$ cat src/rtl/io_pwm.sv
// io_pwm: 3-channel double-buffered PWM on the dma_io register bus, spliced into the rdata daisy chain.
`timescale 1ns/1ps
module io_pwm #(
    parameter logic [13:0] BASE_ADR = 14'h3F10
) (
    input  logic        clk,
    input  logic        rst_n,
    input  logic        dma_io_we,
    input  logic [13:0] dma_io_wadr,
    input  logic [31:0] dma_io_wdata,
    input  logic [13:0] dma_io_radr,
    input  logic        dma_io_radr_en,
    input  logic [31:0] dma_io_rdata_in,
    output logic [31:0] dma_io_rdata,
    output logic [2:0]  pwm_out,
    output logic        pwm_wrap_1shot
);
    logic [2:0]       en;
    logic [15:0]      top_sh, top_act, ps, pre_cnt, cnt;
    logic [2:0][15:0] duty_sh, duty_act;
    logic             flag, rd_hit;
    logic [31:0]      rd_data, rd_val;
    logic [13:0]      woff, roff;
    logic             run, tick, wrap_raw, wrap, clr, load;
    logic             unused;

    assign unused = ^dma_io_wdata[31:17];
    assign woff = dma_io_wadr - BASE_ADR;
    assign roff = dma_io_radr - BASE_ADR;
    assign clr = dma_io_we && woff == 14'd0 && dma_io_wdata[8];
    assign run = |en;
    assign tick = run && pre_cnt == ps;
    assign wrap_raw = tick && cnt == top_act;
    // a counter clear wins over a coincident wrap and suppresses its pulse
    assign wrap = wrap_raw && !clr;
    assign load = wrap || clr || !run;
    assign dma_io_rdata = rd_hit ? rd_data : dma_io_rdata_in;

    always_comb begin
        rd_val = roff == 14'd0 ? {29'd0, en} :
                 roff == 14'd1 ? {16'd0, top_sh} :
                 roff == 14'd2 ? {16'd0, ps} :
                 roff == 14'd3 ? {16'd0, duty_sh[0]} :
                 roff == 14'd4 ? {16'd0, duty_sh[1]} :
                 roff == 14'd5 ? {16'd0, duty_sh[2]} :
                 roff == 14'd6 ? {15'd0, flag, cnt} : 32'd0;
    end

    always_ff @(posedge clk) begin
        if (!rst_n) begin
            en             <= '0;
            top_sh         <= '0;
            top_act        <= '0;
            ps             <= '0;
            pre_cnt        <= '0;
            cnt            <= '0;
            duty_sh        <= '0;
            duty_act       <= '0;
            flag           <= 1'b0;
            rd_hit         <= 1'b0;
            rd_data        <= '0;
            pwm_out        <= '0;
            pwm_wrap_1shot <= 1'b0;
        end else begin
            if (dma_io_we && woff == 14'd0) en <= dma_io_wdata[2:0];
            if (dma_io_we && woff == 14'd1) top_sh <= dma_io_wdata[15:0];
            if (dma_io_we && woff == 14'd2) ps <= dma_io_wdata[15:0];
            if (dma_io_we && woff == 14'd3) duty_sh[0] <= dma_io_wdata[15:0];
            if (dma_io_we && woff == 14'd4) duty_sh[1] <= dma_io_wdata[15:0];
            if (dma_io_we && woff == 14'd5) duty_sh[2] <= dma_io_wdata[15:0];
            // compares are equality-only, so a limit written below the count rolls over through 16'hFFFF
            pre_cnt <= (clr || !run || tick) ? 16'd0 : pre_cnt + 16'd1;
            cnt <= (clr || !run || wrap_raw) ? 16'd0 : tick ? cnt + 16'd1 : cnt;
            if (load) begin
                top_act  <= top_sh;
                duty_act <= duty_sh;
            end
            for (int i = 0; i < 3; i++) pwm_out[i] <= en[i] && cnt < duty_act[i];
            pwm_wrap_1shot <= wrap;
            flag <= wrap || (flag && !(dma_io_we && woff == 14'd6 && dma_io_wdata[16]));
            rd_hit <= dma_io_radr_en && roff < 14'd7;
            rd_data <= rd_val;
        end
    end
endmodule

$ cat config.mk
export PLATFORM = sky130hd
export DESIGN_NAME = io_pwm
export DESIGN_NICKNAME = d
export VERILOG_FILES = /design/src/rtl/io_pwm.sv
export SDC_FILE = /design/constraint.sdc
export NUM_CORES = 1
export LEC_CHECK = 0
export CORE_MARGIN = 2
export CORE_UTILIZATION = 35
export CTS_CLUSTER_SIZE = 12
export DETAILED_ROUTE_END_ITERATION = 6
export PLACE_DENSITY_LB_ADDON = 0.15
export SKIP_CTS_REPAIR_TIMING = 1
export SLEW_MARGIN = 20
export SYNTH_ARGS = -nofsm -noshare
export SYNTH_HDL_FRONTEND = slang
export SYNTH_SLANG_ARGS = --single-unit
$ cat constraint.sdc
create_clock -name clk -period 2.79 [get_ports clk]
set_input_delay 0.837 -clock clk [delete_from_list [all_inputs] [get_ports clk]]
set_output_delay 0.837 -clock clk [all_outputs]
set_load 0.005 [all_outputs]
==> results.sh <==
export IMPL_regToRegSetupSlack_ps=430
export IMPL_finalCoreUtilization_pct=46.4
export IMPL_crit_path_end_kind="output port"
export IMPL_grt_usage_pct=21.0
export IMPL_dr_pass1_iters=5
export IMPL_min_period_over_period_pct=99.5
export IMPL_status="finished, final reports clean"
export IMPL_postRouteAntennaNets=0
export IMPL_met1_length_um=14000
export IMPL_met2WireLength_um=13900
export IMPL_critical_path_required_ps=1950
export IMPL_dr_max_layer_used="met5"
export IMPL_grt_overflow=0
export IMPL_power_density_nw_per_um2=516
export IMPL_holdPathStages=2
export IMPL_finalInstanceArea_um2=12500
export IMPL_critPathLaunchType="input port"
export IMPL_postSynthCellCount=1041
export IMPL_place_congestion=0.821
export IMPL_antenna_found_initial=1
export IMPL_cts_made_buffers=24
export IMPL_crit_chain="clkdlybuf4s50_1, mux2_2, clkdlybuf4s50_1"
export IMPL_io_pins=132
export IMPL_synth_area_leader_cell="dfxtp_1"
export IMPL_layout_common_cells="201 x dfxtp_1, 134 x nor2_1, 92 x clkdlybuf4s50_1"
export IMPL_hold_viol_final=0
export IMPL_drv_slew=0
export IMPL_synth_ff_type="dfxtp_1"
export IMPL_rows=60
export IMPL_avgSynthCellArea_um2=9.20
export IMPL_async_flop_share_pct=0
export IMPL_finClkSkew_ps=8.05
export IMPL_grt_pass1_vias=7660
export IMPL_dp_cells=1496
export IMPL_n_antenna_cell=0
export IMPL_drive_gt1_share_pct=11.4
export IMPL_worst_path_largest_cell_delay_ps=450
export IMPL_synth_top_cell_area_share_pct=42.2
export IMPL_wl_per_cell_um=19.7
export IMPL_cts_tree="done"
export IMPL_initial_utilization_pct=35.6
export IMPL_dieWidth_um=169
export IMPL_dieArea_um2=28700
export IMPL_grt_max_degree=58
export IMPL_cap_viol_max_count=0
export IMPL_clkTransAtPathRegs_ps=60
export IMPL_grt_pass1_wl_um=46300
export IMPL_die_height_um=169
export IMPL_n_fill_cell=2651
export IMPL_synthTopCellsByArea="dfxtp_1 42%, mux2i_1 8.8%, ha_1 6.1%"
export IMPL_clkSinkCount=202
export IMPL_cts_root_buf="clkbuf_16"
export IMPL_layout_commonest_cell="dfxtp_1"
export IMPL_wl_met3_um=1440
export IMPL_min_path_type="register to register"
export IMPL_drc=0
export IMPL_synth_area_um2=9580
export IMPL_worst_setup_path_type="input port to output port"
export IMPL_avgViaCountPerCell=5.20
export IMPL_fmax_mhz=360
export IMPL_whs_ps=474
export IMPL_syn_nets=1184
export IMPL_min_from="duty_sh[1]"
export IMPL_timing_rr_end="duty_act[43]"
export IMPL_r2r_cells=7
export IMPL_yosysWarnings=0
export IMPL_fin_cells=1538
export IMPL_slowest_stage="clkdlybuf4s50_1"
export IMPL_tightestPinTransition_ps=625
export IMPL_ctsLongestPathBuffers=3
export IMPL_finalWirelength_um=30400
export IMPL_dp_hpwl_um=22400
export IMPL_ys_seq_area_share_pct=42.2
export IMPL_max_slew_margin_rel_pct=58.3
export IMPL_ir_drop_uv=461
export IMPL_finalNetCount=1325
export IMPL_p_leak_nw=5.25
export IMPL_cts_htree_levels=1
export IMPL_clk_latency_ps=520
export IMPL_worstSetupStartpoint="dma_io_rdata_in[9]"
export IMPL_syn_to_final_growth_pct=30.2
export IMPL_cp_max_fo=1
export IMPL_worst_hold_path_endpoint="duty_sh[1]"
export IMPL_drtIter0Drc=514
export IMPL_postPlaceCellArea_um2=11600
export IMPL_r2r_start="cnt[15]"
export IMPL_portBuffers=116
export IMPL_ys_ff_latch=202
export IMPL_synth_edff_count=0
export IMPL_synth_cell_types=54
export IMPL_vias=8004
export IMPL_coreArea_um2=26900
export IMPL_cp_arrival_ps=1940
export IMPL_crit_path_frequent_cell="clkdlybuf4s50_1"
export IMPL_min_period_ps=2780
export IMPL_setup_violations=0
## state kept, by name, indices dropped and copies added (netlist names)
signal          count
duty_act           48
duty_sh            48
rd_data            17
cnt                16
pre_cnt            16
ps                 16
top_act            16
top_sh             16
en                  3
pwm_out             3
flag                1
pwm_wrap_1shot      1
rd_hit              1
## area by class of cell
class,count,area (um2),area share (%)
sequential,202,4050,32.4
timing repair buffer,179,1920,15.4
tap,341,427,3.42
clock inverter,8,90.1,0.722
clock buffer,33,716,5.74
multi-input combinational,723,5090,40.8
inverter,52,195,1.56
## kinds of logic after synthesis
| kind of cell | share of synthesized area [%] |
|---|---|
| AND/OR/NAND/NOR | 16.1 |
| flip-flops | 42.2 |
| AO/OA/AOI/OAI | 14.4 |
| buffers and inverters | 4.82 |
| multiplexers | 10.8 |
| XOR/XNOR | 5.58 |
| adder cells (fa/ha/maj) | 6.14 |
## routing by layer
layer | GRT usage, % | vias to the layer above
met1 | 29.2 | 3834
met4 | 6.84 | 2
met2 | 33.3 | 178
met3 | 3.26 | 47
li1 | - | 3943
met5 | 0 | -
## cells in the mapped netlist (all sizes together), types with 2 or more instances
cell type  instances
o21ai             15
or3                5
nand3             20
and4b              3
mux2i             84
xnor2             22
buf               28
clkbuf            36
dfxtp            202
xor2              39
nor3              25
or2                3
mux2              17
inv               51
a21o               8
nor2b             20
o22ai              2
o21bai             2
ha                47
a2111oi            2
o21a               2
nand2b             6
nand2             57
nand4             16
a22o              64
and3               7
o32a              11
o221a              2
a21oi             73
o211a              2
nor4              17
nor2             134
nand4bb            3
a211oi             3
## worst max path at each step
stage,end,slack (ps),cells after the start
finish,dma_io_rdata[9],10,3
global placement,rd_data[5],-140,7
CTS,dma_io_rdata[11],-90,3
detailed placement,rd_data[12],-140,7
floorplan,duty_act[10],180,7
global route,dma_io_rdata[24],-10,3
## stage by stage
step	total power [W]	setup slack, ps	setup TNS, ps
2_1_floorplan	0.00306	181	0
3_3_place_gp	0.00332	-135	-7830
3_5_place_dp	0.00332	-143	-8860
4_1_cts	0.00650	-94.7	-1080
5_1_grt	0.00665	-13.3	-13.3
6_report	0.00644	14.5	0
## power breakdown
part	switching (W)	internal [W]	total (W)	leakage (nW)
logic	0.000169	0.000196	0.000364	3.22
clock network	0.00123	0.00196	0.00319	0.405
registers	0.0000000676	0.00288	0.00288	1.63
total	0.00139	0.00504	0.00644	5.25
## critical path, delay by kind of cell
kind                   cells  cell delay, ps
buffers and inverters      2             850
muxes                      1             250
No activity file was read; power rests on OpenSTA's default activity.
